`src/rtl/digit_mult_pkg.sv`:
```
// Shared definitions for the digit-serial multiplier.
//   state_e      : sequencer states (IDLE, RUN, DONE)
//   digit_count  : number of 2-bit digits in an N-bit operand
//   idx_width    : width of a digit index register, never below 1
package digit_mult_pkg;

    typedef enum logic [1:0] {
        IDLE = 2'd0,
        RUN  = 2'd1,
        DONE = 2'd2
    } state_e;

    function automatic int unsigned digit_count(input int unsigned n);
        return n / 2;
    endfunction

    function automatic int unsigned idx_width(input int unsigned d);
        return (d <= 1) ? 1 : $clog2(d);
    endfunction

endpackage

```
`src/rtl/digit_mult_2x2.sv`:
```
// Combinational 2-bit x 2-bit unsigned digit multiplier.
//   a_i : multiplicand digit
//   b_i : multiplier digit
//   p_o : 4-bit product
module digit_mult_2x2 (
    input  logic [1:0] a_i,
    input  logic [1:0] b_i,
    output logic [3:0] p_o
);

    logic [1:0] row0;
    logic [1:0] row1;

    // Two AND rows, the second weighted by 2, summed into four bits.
    assign row0 = a_i & {2{b_i[0]}};
    assign row1 = a_i & {2{b_i[1]}};
    assign p_o  = {2'b00, row0} + {1'b0, row1, 1'b0};

endmodule

```
`src/rtl/digit_serial_mult.sv`:
```
// Sequential unsigned N x N multiplier built on a single 2x2 digit core.
// One digit product per cycle is shifted to its weight and accumulated
// into a 2N-bit register; the result is offered on a valid/ready port.
//   clk, rst            : clock, asynchronous active-high reset
//   in_valid / in_ready : operand handshake (ready only in IDLE)
//   x, y                : N-bit unsigned operands
//   out_valid/out_ready : result handshake (valid only in DONE)
//   p                   : 2N-bit product, held stable while valid
//   busy                : high while digit products are being formed
// Optional build macro: DIGIT_MULT_ZERO_SKIP_EN -- a zero operand skips the
// digit loop and jumps straight to DONE with a zero product.
module digit_serial_mult
    import digit_mult_pkg::*;
#(
    parameter int unsigned N = 8
) (
    input  logic             clk,
    input  logic             rst,
    input  logic             in_valid,
    output logic             in_ready,
    input  logic [N-1:0]     x,
    input  logic [N-1:0]     y,
    output logic             out_valid,
    input  logic             out_ready,
    output logic [2*N-1:0]   p,
    output logic             busy
);

    localparam int unsigned D  = digit_count(N);
    localparam int unsigned IW = idx_width(D);
    localparam int unsigned PW = 2 * N;
    // Largest shift is 2*(2D-2) = 2N-4, which fits in clog2(2N)+1 bits.
    localparam int unsigned SW = $clog2(PW) + 1;
    localparam logic [IW-1:0] LAST = IW'(D - 1);

    state_e          state_q, state_d;
    logic [N-1:0]    xr_q, xr_d;
    logic [N-1:0]    yr_q, yr_d;
    logic [PW-1:0]   acc_q, acc_d;
    logic [IW-1:0]   i_q, i_d;
    logic [IW-1:0]   j_q, j_d;

    logic [1:0]      xdig;
    logic [1:0]      ydig;
    logic [3:0]      pp;
    logic [SW-1:0]   shamt;
    logic [PW-1:0]   pp_ext;

    // Digit-select muxes feeding the shared 2x2 core.
    always_comb begin
        xdig = '0;
        ydig = '0;
        for (int k = 0; k < int'(D); k++) begin
            if (i_q == IW'(k)) xdig = xr_q[2*k +: 2];
            if (j_q == IW'(k)) ydig = yr_q[2*k +: 2];
        end
    end

    digit_mult_2x2 u_core (
        .a_i (xdig),
        .b_i (ydig),
        .p_o (pp)
    );

    // Digit product weight is 4^(i+j): zero-extend, then shift by 2(i+j).
    assign shamt  = SW'({i_q, 1'b0}) + SW'({j_q, 1'b0});
    assign pp_ext = PW'(pp) << shamt;

    // Next-state and datapath update.
    always_comb begin
        state_d = state_q;
        xr_d    = xr_q;
        yr_d    = yr_q;
        acc_d   = acc_q;
        i_d     = i_q;
        j_d     = j_q;
        case (state_q)
            IDLE: begin
                if (in_valid) begin
                    xr_d    = x;
                    yr_d    = y;
                    acc_d   = '0;
                    i_d     = '0;
                    j_d     = '0;
                    state_d = RUN;
`ifdef DIGIT_MULT_ZERO_SKIP_EN
                    // Zero operand: product is already known, enter DONE on
                    // the acceptance edge with the cleared accumulator.
                    if ((x == '0) || (y == '0)) state_d = DONE;
`endif
                end
            end
            RUN: begin
                acc_d = acc_q + pp_ext;
                if (j_q == LAST) begin
                    j_d = '0;
                    i_d = i_q + IW'(1);
                    if (i_q == LAST) state_d = DONE;
                end else begin
                    j_d = j_q + IW'(1);
                end
            end
            DONE: begin
                if (out_ready) state_d = IDLE;
            end
            default: state_d = IDLE;
        endcase
    end

    // State and datapath registers.
    always_ff @(posedge clk or posedge rst) begin
        if (rst) begin
            state_q <= IDLE;
            xr_q    <= '0;
            yr_q    <= '0;
            acc_q   <= '0;
            i_q     <= '0;
            j_q     <= '0;
        end else begin
            state_q <= state_d;
            xr_q    <= xr_d;
            yr_q    <= yr_d;
            acc_q   <= acc_d;
            i_q     <= i_d;
            j_q     <= j_d;
        end
    end

    // Handshake flags decode straight from the state register.
    assign in_ready  = (state_q == IDLE);
    assign busy      = (state_q == RUN);
    assign out_valid = (state_q == DONE);
    assign p         = acc_q;

endmodule

```
`config.mk`:
```
export PLATFORM = sky130hd
export DESIGN_NAME = digit_serial_mult
export DESIGN_NICKNAME = d
export VERILOG_FILES = /design/src/rtl/digit_mult_pkg.sv /design/src/rtl/digit_mult_2x2.sv /design/src/rtl/digit_serial_mult.sv
export SDC_FILE = /design/constraint.sdc
export NUM_CORES = 1
export LEC_CHECK = 0
export CAP_MARGIN = 40
export CORE_MARGIN = 2
export CORE_UTILIZATION = 40
export CTS_CLUSTER_DIAMETER = 80
export DETAILED_ROUTE_END_ITERATION = 8
export DONT_BUFFER_PORTS = 1
export PLACE_DENSITY = 0.58
export SLEW_MARGIN = 0
export SYNTH_ARGS = -nofsm -noshare
export SYNTH_HDL_FRONTEND = slang
export SYNTH_SLANG_ARGS = --single-unit
```
`constraint.sdc`:
```
create_clock -name clk -period 6.57 [get_ports clk]
set_clock_uncertainty 0.2 [all_clocks]
set_input_delay 1.314 -clock clk [delete_from_list [all_inputs] [get_ports clk]]
set_output_delay 1.314 -clock clk [all_outputs]
set_load 0.03 [all_outputs]
```
==> impl.org, run 1 <==
** Worst setup path
- The kind of cell with the highest combined delay along the critical path is compound AO/OA/AOI/OAI gates.
- Arrival time of data at the critical path endpoint :: 4160 ps
- The signal on the critical path passes through inv_1 -> ha_1 -> nand3b_1 -> a21oi_1 -> a21oi_1 -> nor2_1 -> a21oi_1 -> nor2_1 -> ha_1 -> ha_1 -> nand2_1 -> or3_1 -> o21ai_0 -> ha_1 -> a21oi_1 -> nor2b_1 -> a21oi_1 -> a41oi_1 -> xnor2_1 -> o21ai_1.
- Number of buffers and inverters on the critical path :: 1
- Critical-path cell with the highest stage delay :: dfrtp_1
- Worst R2R End :: p[10]
- In this run the worst path has a maximum fanout of 5.
- The worst setup path is launched from a flop.
- The startpoint identified for the worst register-to-register timing path is i_q[1].
- STA classifies the critical path endpoint as a flop.
- At the worst endpoint, the required time is 6530 ps.
- Worst Path Class, Setup :: flop to flop
- Counting stages on the worst path, the most repeated cell is a21oi_1.
- Worst reg-to-reg setup slack :: 2370 ps
- For the worst flop-to-flop path, the logic depth is 20.
- For this run, the slowest stage of the critical path takes 450 ps.

** CTS
- TritonCTS clock tree :: built
- Clock tree synthesis inserted a total of 5 buffers.
- After clock tree synthesis, the clock-pin slew on the worst setup and hold paths is 70 ps.
- The H-tree generated during clock tree synthesis spans 2 levels.
- Number of cells upsized or downsized after cts :: 0
- After clock tree synthesis, the setup repair step added 0 buffers.
- For this design, the CTS-stage hold fixing added 0 buffers.
- The clock net in this run drives a total of 38 sinks.
- Clock root buffer master :: clkbuf_8
- Clk Latency, worst-skew pair :: 290 ps
- In this run the deepest clock path goes through 2 buffers.

** Die
- Full die area :: 0.00746 sq mm
- The core region is 0.00668 sq mm.
- During I/O placement, the number of pins put on the boundary was 39.
- The initialized floorplan defines 30 standard-cell rows.
- Initial cell density of the core :: 0.406
- Die span in y :: 86.4 um
- From left edge to right edge, the die measures 86.4 um.

** Placement
- Routability-driven placement congestion ratio :: 0.888
- Post-detail-place hpwl :: 4600 um
- # placed instances :: 392
- Input/output buffers :: 0

** Timing
- For the final routed database, the setup TNS stands at 0 ps.
- At the pin with the least slew margin, the transition time is 757 ps.
- The number of pins with negative max-slew slack in the final report was 0.
- Highest attainable clock frequency :: 238 MHz
- The smallest clock period supported by the final layout is computed as 4200 ps.
- Slew Limit Headroom :: 0.496
- Hold Fails Final Rpt :: 0
- Setup repair after global routing left no endpoint under its margin.
- Dividing the final minimum period by the clock period gives 0.639.
- Setup violations remaining at the end of the flow were counted as 0.

** Layout
- Share of final-layout standard cells stronger than drive strength 1 :: 0.0594
- Final core utilization :: 0.432
- Growth of design area from synthesis to finish :: 6.32%
- Diodes inserted :: 0
- In the final design database the tool counted 367 nets.
- The finished layout holds 400 standard cells, fillers aside.

** GRT
- met2 is the most crowded layer.
- Met2 layer usage reported by global route :: 0.278
- Global-route wire length before repair :: 10100 um
- Aggregate global routing overflow :: 0
- GR Util met3 :: 0.0410
- Combined global-route utilization of all metal layers :: 0.172
- Entering global routing, the biggest net connects 39 pins.
- The number of global-route vias before repair is 2096.
- Number of antenna violations at the first check in global routing :: 0
- In the global route stage, met1 resource usage came out at 0.232.

** Hold path
- Cell depth of the worst hold path :: 2
- In this run the most critical hold path is launched from yr_q[0].
- The tightest min-delay check is of the flop to flop type.
- Worst Hold End :: yr_q[0]

** Run
- The tool flagged a number of max-cap violations equal to 0.

** Drt
- WL final :: 6020 um
- Detailed-router iteration count before antenna repair :: 4
- Via count of the routed design :: 2178
- Antenna Nets Post-Route :: 0
- Dividing the detail-routed wire length by the instance count gives 15.1 um.
- Number of remaining DRC errors :: 0
- Using the TritonRoute via totals, the vias-per-cell ratio works out to 5.45.
- Number of design-rule violations left by the first detailed-router iteration :: 93

** Synthesis
- Synth cell types :: 51
- Cell types with the highest counts after synthesis :: nand2_1 (74), dfrtp_1 (38), ha_1 (26), a21oi_1 (19), o21ai_0 (17)
- After synthesis the cells add up to 0.00271 sq mm.
- Average cell area after synthesis :: 8.37 sq um
- Main flop type after synthesis :: dfrtp_1
- Gate count after technology mapping :: 324
- Most numerous cell in the Yosys netlist :: nand2_1
- Number of nets produced by synthesis :: 372
- The Yosys step of the flow raised 0 warnings.
- After synthesis the netlist holds a flip-flop and latch count of 38.
- Area contributors post-synth :: dfrtp_1 (35%), ha_1 (12%), nand2_1 (10%), a21oi_1 (3.5%), o21ai_0 (3.1%)
- Portion of synthesized cell area occupied by the leading cell type :: 0.351
- Of the synthesized area, sequential elements account for 0.351.
- In the synthesized netlist the async set-or-reset flop fraction comes to 1.00.
- Yosys mapped a number of flops with a built-in enable equal to 0.
- The synthesized design spends more area on one cell type than any other, namely dfrtp_1.

** Pwr
- Worst VDD drop :: 149 uV
- Leakage power :: 1.34 nW
- Power spread over the standard cell area amounts to 446 mW/mm^2.
- Total power consumption of the routed design :: 1.29 mW

** Status
- The flow ran to the end, and the final reports show no timing, DRC or antenna violations.
-- tightest hold or removal path: cells and delay by family, from the launching register on --
family,cells,cell delay [ps]
DFF,1,340
and+or+nand+nor,2,100
-- flip-flops by register name, summed over array words and instances, names as in the netlist --
name     cells
i_q          2
state_q      2
j_q          2
p           16
yr_q         8
xr_q         8
-- kinds of logic (layout without fill, tap and decap cells) --
family / Yosys count / count (layout) / synth area share
buf+inv: 27 / 23 / 0.0378
fa+ha+maj: 28 / 28 / 0.135
compound gates: 74 / 74 / 0.182
flops: 38 / 38 / 0.351
mux: 4 / 4 / 0.0148
simple gates: 143 / 143 / 0.248
xor+xnor: 10 / 10 / 0.0323
-- cells in the final DEF (no fill, tap or decap), drive strengths merged, types with 4 or more instances in the layout --
cell    count
a211oi      4
a21oi      20
clkbuf      7
dfrtp      38
ha         26
inv        12
mux2i       4
nand2      74
nand2b      7
nand3      16
nor2       15
nor2b       9
nor3        5
o21ai      22
or3         4
xnor2       5
xor2        5
-- area by class of cell --
type / count / area, sq um
fill: 693 / 3800
multi-input combinational: 259 / 1660
sequential: 38 / 951
tap: 80 / 100
clock buffer: 7 / 86.3
inverter: 12 / 45.0
timing repair buffer: 3 / 37.5
clock inverter: 1 / 5.00
-- through the flow --
step	cell area (sq um)	setup WS [ps]	hold slack (ps)
2_1_floorplan	2710	2810	238
3_3_place_gp	2760	2420	263
3_5_place_dp	2790	2340	261
4_1_cts	2880	2350	280
5_1_grt	2880	1940	299
6_report	2880	2370	270
-- report_power, final --
part / total (mW) / internal, mW / leakage, nW / switching [mW]
sequential: 0.490 / 0.331 / 0.477 / 0.158
clock: 0.168 / 0.0847 / 0.0482 / 0.0834
combinational: 0.630 / 0.244 / 0.816 / 0.385
-- layer usage --
metal | share of wire | wire [um] | up-vias
met5 | 0 | 0 | -
met4 | 0.0045 | 27 | 0
met3 | 0.036 | 214 | 2
met2 | 0.46 | 2750 | 38
met1 | 0.50 | 3030 | 1016
li1 | - | - | 1122
-- worst max path at each step --
stage             to  cells after the start  slack, ps   start
2_1_floorplan  p[15]                     18       2810  j_q[1]
3_3_place_gp    p[8]                     20       2420  i_q[1]
3_5_place_dp    p[8]                     20       2340  i_q[1]
4_1_cts         p[8]                     20       2350  i_q[1]
5_1_grt         p[8]                     20       1940  i_q[1]
6_report       p[10]                     20       2370  i_q[1]
No activity file was read; power rests on OpenSTA's default activity.
==> run 2, diff against run 1 <==
- PLACE_DENSITY: 0.58 -> 0.6
- clock period: 6.57 -> 3.85 ns (I/O delays scaled with it)
==> run 2 against run 1 <==
Against the previous run:
- via count grew 11%
- critical path depth down 1
- final area grew 24%
- highest routed layer unchanged
==> impl.org, run 2 (synthesis gave the netlist of run 1 again) <==
** Timing
- The maximum clock frequency is 261 MHz (+9.4%).
- Tcrit/Tclk final :: 0.997 (+0.358)
- The number of pins with negative max-slew slack in the final report was 0 (unchanged).
- Setup repair after global routing could not meet its margin everywhere.
- Hold Fails Final Rpt :: 0 (unchanged)
- Minimum hold slack :: 209 ps (-61.0 ps)
- The final count of negative-setup-slack endpoints came to 0 (unchanged).
- Shortest period the worst path allows :: 3840 ps (-359 ps)
- Slew Limit Headroom :: 0.506 (+0.0106)
- The slew at the pin closest to its max-slew limit came to 740 ps (-16.7 ps).

** Die
- Core Area :: 0.00668 sq mm (unchanged)
- Initial cell density of the core :: 0.406 (unchanged)
- Full die area :: 0.00746 sq mm (unchanged)
- The number of placement rows was 30 (unchanged).
- Die span in y :: 86.4 um (unchanged)
- Die Span X :: 86.4 um (unchanged)
- Number of ports placed on the die boundary :: 39 (unchanged)

** Layout
- The number of flip-flops in the largest register is 16 (unchanged).
- Final design instance area without fill :: 0.00356 sq mm (+24%)
- The number of nets in the layout was 406 (+11%).
- Most frequent standard cell in the layout excluding fill and tap cells :: nand2_1
- The final core area utilization was 0.533 (+0.101).
- Diodes inserted :: 0 (unchanged)
- Leaving out fill and tap cells, the most frequent cells in the layout are nand2_1 (72), dfrtp_1 (37), buf_4 (37).
- Share of final-layout standard cells stronger than drive strength 1 :: 0.309 (+0.250)
- Compared with the post-synthesis result, the final layout area differs by 31.3%.

** GRT
- The number of antenna violations at the first check in global routing was 0 (unchanged).
- Maximum number of pins on one net before global-route repair :: 32 (-18%)
- The total global routing overflow came to 0 (unchanged).
- Number of global-route vias before repair :: 2318 (+11%)
- The overall routing resource usage was 0.183 (+0.0108).
- Global-route wire length before repair :: 11000 um (+8.4%)

** Pwr
- The peak supply drop came to 395 uV (+170%).
- The sequential share of power was 0.286 (-0.094).
- Power Dens Cells :: 824 mW/mm^2 (+85%)
- Switching power summed over all nets :: 1.33 mW (+110%)
- The internal cell power came to 1.60 mW (+140%).
- The fraction of power spent switching nets is 0.454 (-0.0332).
- Clock Power Share :: 0.143 (+0.012)
- Logic pwr share :: 0.571 (+0.082)
- Leakage power :: 1.58 nW (+18%)
- Total power consumption of the routed design :: 2.93 mW (+130%)

** Drt
- Average wire length per cell after detail routing :: 15.8 um (+5.1%)
- Number of remaining DRC errors :: 0 (unchanged)
- The number of detailed-routing iterations run before antenna repair is 4 (unchanged).
- WL final :: 6950 um (+15%)
- The average via count per standard cell was 5.52 (+1.4%).
- The initial DRC count was 131 (+41%).
- The remaining antenna violation count was 0 (unchanged).
- Via count of the routed design :: 2425 (+11%)

** CTS
- CTS H-tree lvls :: 2 (unchanged)
- The post-cts hold buffer count was 0 (unchanged).
- TritonCTS built the clock tree.
- Number of clock buffers inserted by TritonCTS :: 5 (unchanged)
- The root buffer cell chosen for the clock tree is clkbuf_8.
- The clock latency on the worst-skew pair was 300 ps (about the same).
- The clock slew seen by the registers of the worst setup and hold paths is 90 ps (+20 ps).
- The number of sinks driven by the clock tree was 38 (unchanged).
- The maximum root-to-sink buffer count was 2 (unchanged).

** Status
- The flow ran to the end, and the final reports show no timing, DRC or antenna violations.

** Worst setup path
- Crit start category :: flop
- Worst R2R End :: p[15]
- Worst Path Class, Setup :: flop to flop
- Critical path's top delay family :: compound AO/OA/AOI/OAI gates
- The highest cell delay on the worst timing path was 460 ps (about the same).
- Worst reg2reg path depth :: 19 (-5.0%)
- Worst reg-to-reg setup slack :: 10 ps (-2360 ps)
- Critical-path cell with the highest stage delay :: dfrtp_2
- The highest net fanout along the worst path is 5 (unchanged).
- Sort of element at the end of the critical path :: flop
- The data arrival at the endpoint of the critical path was 3880 ps (-280 ps).
- Traced cell by cell, the critical path runs through ha_4 -> nand3b_1 -> a21oi_2 -> a21oi_1 -> nor2_1 -> a21oi_2 -> nor2_1 -> ha_2 -> ha_4 -> mux2i_4 -> buf_6 -> nor2_1 -> ha_1 -> a21oi_1 -> o21ai_0 -> a21oi_1 -> a31oi_1 -> o41a_1 -> nand2_1.
- The count of buffering cells on the critical path with inverters included was 1 (unchanged).
- Beginning of the worst register-to-register path :: i_q[0]
- Required time reported for the critical path endpoint :: 3890 ps (-2640 ps)

** Hold path
- The worst hold path belongs to the class input pin to async pin.

** Placement
- Cell area reported after detailed placement :: 0.00305 sq mm (+9.1%)
- Routability-driven placement congestion ratio :: 0.953 (+7.3%)
- Input/output buffers :: 0 (unchanged)
- Post-detail-place hpwl :: 4920 um (+6.9%)

** Run
- Reported max-cap violation count :: 0 (unchanged)
==> run 2: through the flow <==
stage          std cells  setup WS, ps  TNS [ps]
2_1_floorplan        324          89.1         0
3_3_place_gp         426         -61.7      -199
3_5_place_dp         427          -151      -925
4_1_cts              437          7.06         0
5_1_grt              439          -175     -1010
6_report             439          12.3         0
==> run 2: timing repair <==
action                     4_1_cts  5_1_grt
cloned                           0        0
setup endpoints to repair        9       10
resized for setup               26       53
pin swaps                        6       35
setup buffers                    2        4
==> run 2: how the worst max path moves through the flow <==
stage | startpoint | to | slack (ps) | depth (start not counted)
final | i_q[0] | p[15] | 10 | 19
after detailed placement | j_q[1] | p[11] | -150 | 22
after global placement | j_q[1] | p[10] | -60 | 21
after global routing | i_q[1] | p[14] | -170 | 20
after floorplan | j_q[1] | p[15] | 90 | 18
after CTS | j_q[0] | p[11] | 7 | 22
==> run 2: cell type report <==
cell class              instances  area, sq um
fillers                       595         3120
inverters                      12         47.5
repair buffers                 42          338
well taps                      80          100
clock inverters                 3         68.8
clock buffers                   5         68.8
multi-input cells             259         1990
flip-flops and latches         38          952
==> run 2: power groups by stage <==
| stage | combinational [mW] | sequential, mW | clock, mW |
|---|---|---|---|
| after floorplan | 0.871 | 0.796 | 0 |
| after global placement | 1.27 | 0.826 | 0 |
| after detailed placement | 1.31 | 0.828 | 0 |
| after CTS | 1.40 | 0.828 | 0.428 |
| after global routing | 1.85 | 0.865 | 0.443 |
| final | 1.67 | 0.840 | 0.420 |
==> run 2: metal layers <==
metal  track usage  up-vias  wire [um]
li1              -     1199          -
met1         0.250     1153       3350
met2         0.296       63       3230
met3        0.0362       10        259
met4        0.0469        0        112
met5             0        -          0
==> run 3, diff against run 2 <==
==> constraint.sdc (replaced) <==
create_clock -name clk -period 3.85 [get_ports clk]
set_clock_uncertainty 0.2 [all_clocks]
set_input_delay 0.385 -clock clk [delete_from_list [all_inputs] [get_ports clk]]
set_output_delay 0.385 -clock clk [all_outputs]
set_load 0.03 [all_outputs]
==> run 3 against run 2 <==
Against the previous run:
- the flow now finishes with violations (negative setup slack)
- count of clock-buffer cells in the layout unchanged
- non-clock buffer count increased by 16
- first-iteration DRC count decreased by 9.2%
- total power increased by 0.51%
- highest routed layer unchanged
- largest power group unchanged
- flip-flop and latch count unchanged
- critical endpoint is now p[11]
- global-route usage increased by 0.32 points
- via count increased by 2.3%
- critical path depth increased by 2
- combinational power about the same
==> impl.org, run 3 (synthesis gave the netlist of run 1 again) <==
** Status
- The flow ran to the end, but the final reports show violations.
- The checks that failed: negative setup slack.

** Timing
- The tightest slew margin relative to the limit was 0.511 (+0.00441).
- The final count of negative-setup-slack endpoints was 2 (+2).
- RSZ-0062 raised after global routing :: yes
- The final critical-path setup slack is -14.1 ps (-26.3 ps).
- The final-layout worst hold slack is 5.88 ps (-203 ps).
- The number of pins with negative max-slew slack in the final report came to 0 (unchanged).
- The slew at the pin closest to its max-slew limit was 733 ps (-6.61 ps).
- Tcrit/Tclk final :: 1.00 (+0.00684)
- The maximum clock frequency was 259 MHz (-0.68%).
- Shortest period the worst path allows :: 3860 ps (+26.3 ps)
- The final hold violation count came to 0 (unchanged).

** Pwr
- The fraction of power spent switching nets is 0.453 (-0.00102).
- The total power divided by cell area is 792 mW/mm^2 (-3.8%).
- The leakage power came to 1.64 nW (+4.2%).
- Switching power summed over all nets :: 1.33 mW (+0.28%)
- Logic pwr share :: 0.573 (+0.002)
- The total power draw came to 2.95 mW (+0.51%).
- Worst VDD drop :: 390 uV (-1.3%)
- The internal cell power was 1.61 mW (+0.70%).
- Clock Power Share :: 0.143 (about the same)
- The sequential share of power came to 0.284 (-0.002).

** Layout
- The number of nets in the layout came to 422 (+3.9%).
- Most frequent standard cell in the layout excluding fill and tap cells :: nand2_1
- The ratio of cells with drive above 1 in the final layout was 0.296 (-0.0132).
- Diodes inserted :: 0 (unchanged)
- The number of flip-flops in the largest register was 16 (unchanged).
- Growth of design area from synthesis to finish :: 37.2%
- Commonest non-fill, non-tap cells in the layout :: nand2_1 (72), dfrtp_1 (37), buf_4 (37)
- Final core utilization :: 0.557 (+0.0240)
- The post-route cell area was 0.00372 sq mm (+4.5%).

** Drt
- The average via count per standard cell is 5.45 (-1.3%).
- The average detailed-routed wire length per instance is 15.5 um (-2.4%).
- The number of detailed-routing iterations run before antenna repair came to 4 (unchanged).
- The remaining antenna violation count came to 0 (unchanged).
- WL final :: 7030 um (+1.2%)
- The number of remaining DRC errors is 0 (unchanged).
- The initial DRC count was 119 (-9.2%).
- The total via count in the routed design is 2480 (+2.3%).

** Run
- The count of max-cap constraint violations is 0 (unchanged).

** Placement
- The worst setup timing slack at the placement stage was -151 ps (unchanged).
- Input/output buffers :: 0 (unchanged)
- The total half-perimeter wirelength after legalization and detailed placement is 4920 um (unchanged).
- Routability-driven placement congestion ratio :: 0.953 (unchanged)
- The cell area after placement is 0.00305 sq mm (unchanged).

** Worst setup path
- Crit start category :: flop
- Worst Path Class, Setup :: flop to flop
- The highest net fanout along the worst path was 4 (-1).
- STA classifies the critical path endpoint as a flop.
- Beginning of the worst register-to-register path :: i_q[1]
- Arrival time of data at the critical path endpoint :: 3900 ps (+20 ps)
- Beginning of the critical path :: i_q[1]
- Required time reported for the critical path endpoint :: 3890 ps (about the same)

** Die
- The overall die height was 86.4 um (unchanged).
- Number of standard-cell rows in the floorplan :: 30 (unchanged)
- The I/O pin total is 39 (unchanged).
- The placeable core area came to 0.00668 sq mm (unchanged).
- The starting density of the core came to 0.406 (unchanged).
- Full die area :: 0.00746 sq mm (unchanged)
- The chip width is 86.4 um (unchanged).

** CTS
- CTS H-tree lvls :: 2 (unchanged)
- Clock tree synthesis selected as its root buffer the cell clkbuf_8.
- Clk Latency, worst-skew pair :: 300 ps (about the same)
- The clock slew seen by the registers of the worst setup and hold paths was 80 ps (about the same).
- The maximum root-to-sink buffer count is 2 (unchanged).
- TritonCTS built the clock tree.
- The number of sinks driven by the clock tree was 38 (unchanged).
- Number of clock buffers inserted by TritonCTS :: 5 (unchanged)

** GRT
- The largest net degree at the start of global routing was 32 (unchanged).
- Aggregate global routing overflow :: 0 (unchanged)
- Number of antenna violations at the first check in global routing :: 0 (unchanged)
- The wire length of the first global-routing pass was 11200 um (+1.7%).
- Combined global-route utilization of all metal layers :: 0.186 (+0.00320)
- Number of global-route vias before repair :: 2379 (+2.6%)

** Hold path
- Path category of the worst min-delay check :: input pin to flop
- The startpoint identified for the worst hold timing path is y[6].
-- run 3: cell count changes in the layout (fill, tap and decap cells not counted), sizes merged --
| cell | delta |
|---|---|
| dlygate4sd3 | +16 |
-- run 3: power by group through the flow --
| stage | logic [mW] | registers, mW | clock network, mW |
|---|---|---|---|
| floorplan | 0.871 | 0.796 | 0 |
| global placement | 1.27 | 0.826 | 0 |
| detailed placement | 1.31 | 0.828 | 0 |
| CTS | 1.41 | 0.828 | 0.428 |
| global route | 1.86 | 0.864 | 0.443 |
| finish | 1.69 | 0.838 | 0.422 |
-- run 3: critical path, stage by stage, from the launching register on --
cell and delay [ps]:
dfrtp_1 390, inv_2 100, ha_4 160, nand3b_1 120
a21oi_2 60, a21oi_1 170, nor2_1 90, a21oi_2 130
nor2_1 70, ha_2 180, ha_4 280, nand2_2 60
or3_4 390, o21ai_4 80, ha_4 180, buf_6 100
o211ai_4 70, nor3_4 230, nor2_4 70, o21ai_4 150
or4b_1 450, nand3_1 80
-- run 3: path summary, 6_finish.rpt --
kind / to / slack, ps / depth (start not counted)
max reg2reg: p[11] / -10 / 21
max in group asynchronous: i_q[0] / 2300 / 3
min: yr_q[6] / 6 / 2
min reg2reg: yr_q[6] / 290 / 2
max: p[11] / -10 / 21
min in group asynchronous: p[2] / 380 / 2
-- run 3: through the flow --
| stage | cells | TNS [ps] |
|---|---|---|
| after floorplan | 324 | 0 |
| final | 455 | -16.7 |
| after CTS | 453 | 0 |
| after global routing | 455 | -1270 |
| after detailed placement | 427 | -925 |
| after global placement | 426 | -199 |
-- run 3: layout make-up --
class	count	area, sq um
well taps	80	100
clock inverters	3	68.8
clock buffers	5	68.8
flip-flops and latches	38	952
multi-input cells	259	1990
repair buffers	58	498
inverters	12	47.5
fillers	579	2960
-- run 3: layer usage --
metal,vias up,wire length (um),track usage
li1,1235,-,-
met1,1193,3450,0.254
met2,44,3310,0.303
met3,8,178,0.0362
met4,0,88,0.0469
met5,-,0,0
-- run 3: what timing repair did --
item                       4_1_cts  5_1_grt
hold buffers                    16        0
setup buffers                    2        4
setup endpoints to repair        9       10
resized for setup               26       53
pin swaps                        6       35
hold endpoints to repair        28        0
==> RTL edit 1 (settings of run 3) <==
The parameter `N` goes from 8 to 16.
--- a/src/rtl/digit_serial_mult.sv
+++ b/src/rtl/digit_serial_mult.sv
@@ -12,7 +12,7 @@
 module digit_serial_mult
     import digit_mult_pkg::*;
 #(
-    parameter int unsigned N = 8
+    parameter int unsigned N = 16
 ) (
     input  logic             clk,
     input  logic             rst,
Interface: changed (resized p, x and y); port bits go from 39 to 71. No check against the original RTL was run, so the function may have changed too.
==> RTL edit 1 against run 3 <==
  * The run still ends with setup timing left
  * Die area up 85%
  * Worst setup slack worse by 1.2 ns
  * Power up 110%
  * Final area up 110%
  * Sequential power up 97%
  * Routed wire length up 130%
  * Sequential cell count up 34
  * Non-clock buffer count up 133
  * Maximum frequency down 23%
  * Area after synthesis up 90%
  * Utilization up 5.8 points
  * First-iteration DRC count up 100%
  * Largest power group unchanged
  * Highest routed layer unchanged
==> RTL edit 1: results (changes against run 3) <==
metric	value	unit	change
run_status	finished, violations left		
violations	setup timing		
fin_hold_ws	0.03568	ns	+0.02980 ns
clk_pin_slew	0.06	ns	-0.02 ns
place.gp.congestion	0.8912		-6.4%
buffers_excl_clock	191		+230%
routed-wl-met3	725	um	+310%
ys_types	52		+2.0%
syn2layout_area_growth	50.27	%	
worst_pin_slew	0.6624	ns	-0.07101 ns
multi_input_area_share	0.4913		-0.04244
clock_latency	0.35	ns	+0.05 ns
cts_max_level	3		+1
grt_util_met3	0.06469		+0.02850
cts-root-buf	clkbuf_16		
grt_max_degree	52		+63%
multi_input_gates	518		+100%
drtIter0Drc	238		+100%
synth.area.top_cells	dfrtp_1 (35%), ha_1 (12%), nand2_1 (11%)		
vias_per_cell	5.290		-2.9%
setup_violations	28		+26
synth_cells	634		+96%
grt_pass1_vias	5548		+130%
r2r-end	p[30]		
dp_cells	917		+110%
yosysSeqAreaShare	0.3502		-0.0003590
ir_drop	413.0	uV	+6.0%
n_clock_buffer	11		+6
hold_start	out_ready		
syn-num-nets	721		+94%
hold-path-endpoint	state_q[1]		
fin_ws	-1.197	ns	-1.183 ns
leakage	0.003641	uW	+120%
buf_share	0.1991		+0.06528
grtUsageMet2	0.4119		+0.1091
synth_common_cells	nand2_1 (152), dfrtp_1 (72), ha_1 (49)		
num_vias	5232		+110%
largest_reg_flops	32		+16
nFillCells	1046		+81%
postPlaceCellArea	0.006354	sq mm	+110%
wl_met2	8307	um	+150%
r2r_cells	25		+19%
numCtsBuffers	9		+4
nNonClkInverters	20		+8
p_int	3415	uW	+110%
setup_tns	-23.25	ns	-23.23 ns
critPathMaxFanout	5		+1
fin_util	0.6151		+0.05802
RTL edit 1: cell count changes after synthesis, sizes merged, moves of 8 or more:
| cell | change |
|---|---|
| a21o | +13 |
| a21oi | +13 |
| clkbuf | +9 |
| dfrtp | +34 |
| ha | +23 |
| inv | +8 |
| nand2 | +78 |
| nand3 | +8 |
| nor2 | +31 |
| nor3 | +9 |
| nor3b | +11 |
| o21ai | +27 |
| xnor2 | +10 |
RTL edit 1: power by group through the flow:
stage	clock network, uW	logic (uW)	registers [uW]
floorplan	0	1820	1540
global placement	0	2920	1620
detailed placement	0	3030	1620
CTS	851	3270	1620
global route	885	4160	1700
finish	834	3800	1650
RTL edit 1: logic make-up after synthesis:
kind of cell | share of synthesized area
and+or+nand+nor | 0.2471
DFF | 0.3502
AOI/OAI and AO/OA | 0.1875
buffers and inverters | 0.03210
muxes | 0.01362
xor gates and xnor gates | 0.04256
adders and majority gates | 0.1269
==> RTL edit 2 (settings of run 3) <==
Made on the original files. The 3 states of `state_e` get a one-hot encoding in 3 bits.
--- a/src/rtl/digit_mult_pkg.sv
+++ b/src/rtl/digit_mult_pkg.sv
@@ -4,10 +4,10 @@
 //   idx_width    : width of a digit index register, never below 1
 package digit_mult_pkg;
 
-    typedef enum logic [1:0] {
-        IDLE = 2'd0,
-        RUN  = 2'd1,
-        DONE = 2'd2
+    typedef enum logic [2:0] {
+        IDLE = 3'b001,
+        RUN  = 3'b010,
+        DONE = 3'b100
     } state_e;
 
     function automatic int unsigned digit_count(input int unsigned n);
Check against the original RTL: same outputs for any inputs over 10 cycles, from zero or initial values and one cycle with rst high; not proved beyond that.
==> RTL edit 2 against run 3 <==
  * Sequential cell count up 1
  * Worst setup slack gained 0.042 ns
  * Global-route usage is 0.40 points higher
  * Routed wire length shrank 0.71%
  * Area after synthesis grew 2.3%
  * Final area grew 0.27%
Power is not compared: it rests on default switching activity, and its combinational part moved more than twofold at a synthesized area within 25%.
==> RTL edit 2: results (changes against run 3) <==
metric	value	unit	change
run_status	complete, no violations		
place.gp.congestion	0.9100		-4.5%
cp_slowest_cell	dfrtp_2		
p_sw	736.0	uW	
leakage	0.001685	uW	
wl_met1	3136	um	-9.2%
grt_max_degree	40		+25%
worstHoldPathCells	2		unchanged
p_clk_frac	0.193		
crit_arrival	3.82	ns	-0.08 ns
synth.area.top_cells	dfrtp_1 (34%), ha_1 (12%), nand2_1 (9.2%)		
port_buffers	0		unchanged
seqPwrFrac	0.353		
grtUsageMet2	0.3251		+0.02227
synth_common_cells	nand2_1 (68), dfrtp_1 (38), ha_1 (26)		
switching_share	0.3959		
yosysSeqAreaShare	0.3523		+0.001724
syn-num-nets	376		+1.1%
ys_types	48		-5.9%
r2r_cells	21		unchanged
wl_met2	3492	um	+5.4%
cts_resized	28		+7.7%
numCtsBuffers	5		unchanged
critPathMaxFanout	7		+3
dr.pass1.iters	4		unchanged
drive_gt1_frac	0.2977		+0.001710
clockBufferDepth	2		unchanged
crit_path_max_incr_delay	0.45	ns	about the same
wl	6981	um	-0.71%
async_reset_ff_frac	1.000		unchanged
cts-root-buf	clkbuf_8		
dp_hpwl	4777	um	-2.8%
clock_latency	0.29	ns	
grtUsageTotal	0.1898		+0.004022
slew_headroom	0.5574		+0.04685
routed-wl-met3	282	um	+58%
synth_warnings	0		unchanged
antenna_found_initial	0		unchanged
met1_usage	0.2459		-0.008011
layout.nets	440		+4.3%
clk_pin_slew	0.08	ns	about the same
postPlaceCellArea	0.003146	sq mm	+3.2%
hold_path.class	in -> reg		
drtIter0Drc	100		-16%
cts_max_level	2		unchanged
antenna-diode-count	0		unchanged
num_vias	2504		+0.97%
grt_pass1_wl	11440	um	+2.5%
grt_pass1_vias	2435		+2.4%
top_layer_used	met4		
cap_violations	0		unchanged
grt_util_met3	0.03602		-0.0001715
## RTL edit 2: metrics by stage
| step | setup WS (ns) | instances | utilization |
|---|---|---|---|
| floorplan | -0.02950 | 328 | - |
| global placement | -0.07620 | 440 | 0.4641 |
| detailed placement | -0.1383 | 442 | 0.4656 |
| CTS | 0.009239 | 468 | 0.5239 |
| global route | -0.1903 | 473 | 0.5524 |
| finish | 0.02762 | 473 | 0.5524 |
## RTL edit 2: cell type report
class                   instances  area [sq um]
clock buffers                   6         82.58
flip-flops and latches         39         979.7
well taps                      80         100.1
fillers                       588          3024
inverters                      15         56.30
multi-input cells             260          1901
repair buffers                 71         578.1
clock inverters                 2         35.03
## RTL edit 2: critical path: cells and delay by family, from the launching register on
kind / cells / cell delay, ns
AO/OA/AOI/OAI: 8 / 1.25
adder cells (fa/ha/maj): 4 / 1.04
buffers and inverters: 3 / 0.31
flip-flops: 1 / 0.45
AND/OR/NAND/NOR: 6 / 0.48
## RTL edit 2: final timing paths
| kind | start | slack (ns) | to |
|---|---|---|---|
| setup / recovery | j_q[0] | 0.03 | p[14] |
| hold / removal | out_ready | 0.01 | state_q[0] |
| setup reg to reg | j_q[0] | 0.03 | p[14] |
| hold reg to reg | xr_q[6] | 0.27 | xr_q[6] |
| max in group asynchronous | rst | 2.63 | i_q[0] |
| min in group asynchronous | rst | 0.45 | p[2] |
## RTL edit 2: logic make-up (layout without fill, tap and decap cells)
group	count (synthesis)	in the layout	synth area share
flip-flops	39	39	0.3523
adder cells (fa/ha/maj)	28	28	0.1317
AO/OA/AOI/OAI	76	76	0.1791
XOR/XNOR	13	13	0.04105
AND/OR/NAND/NOR	140	140	0.2341
multiplexers	3	3	0.01128
buffers and inverters	29	94	0.05051
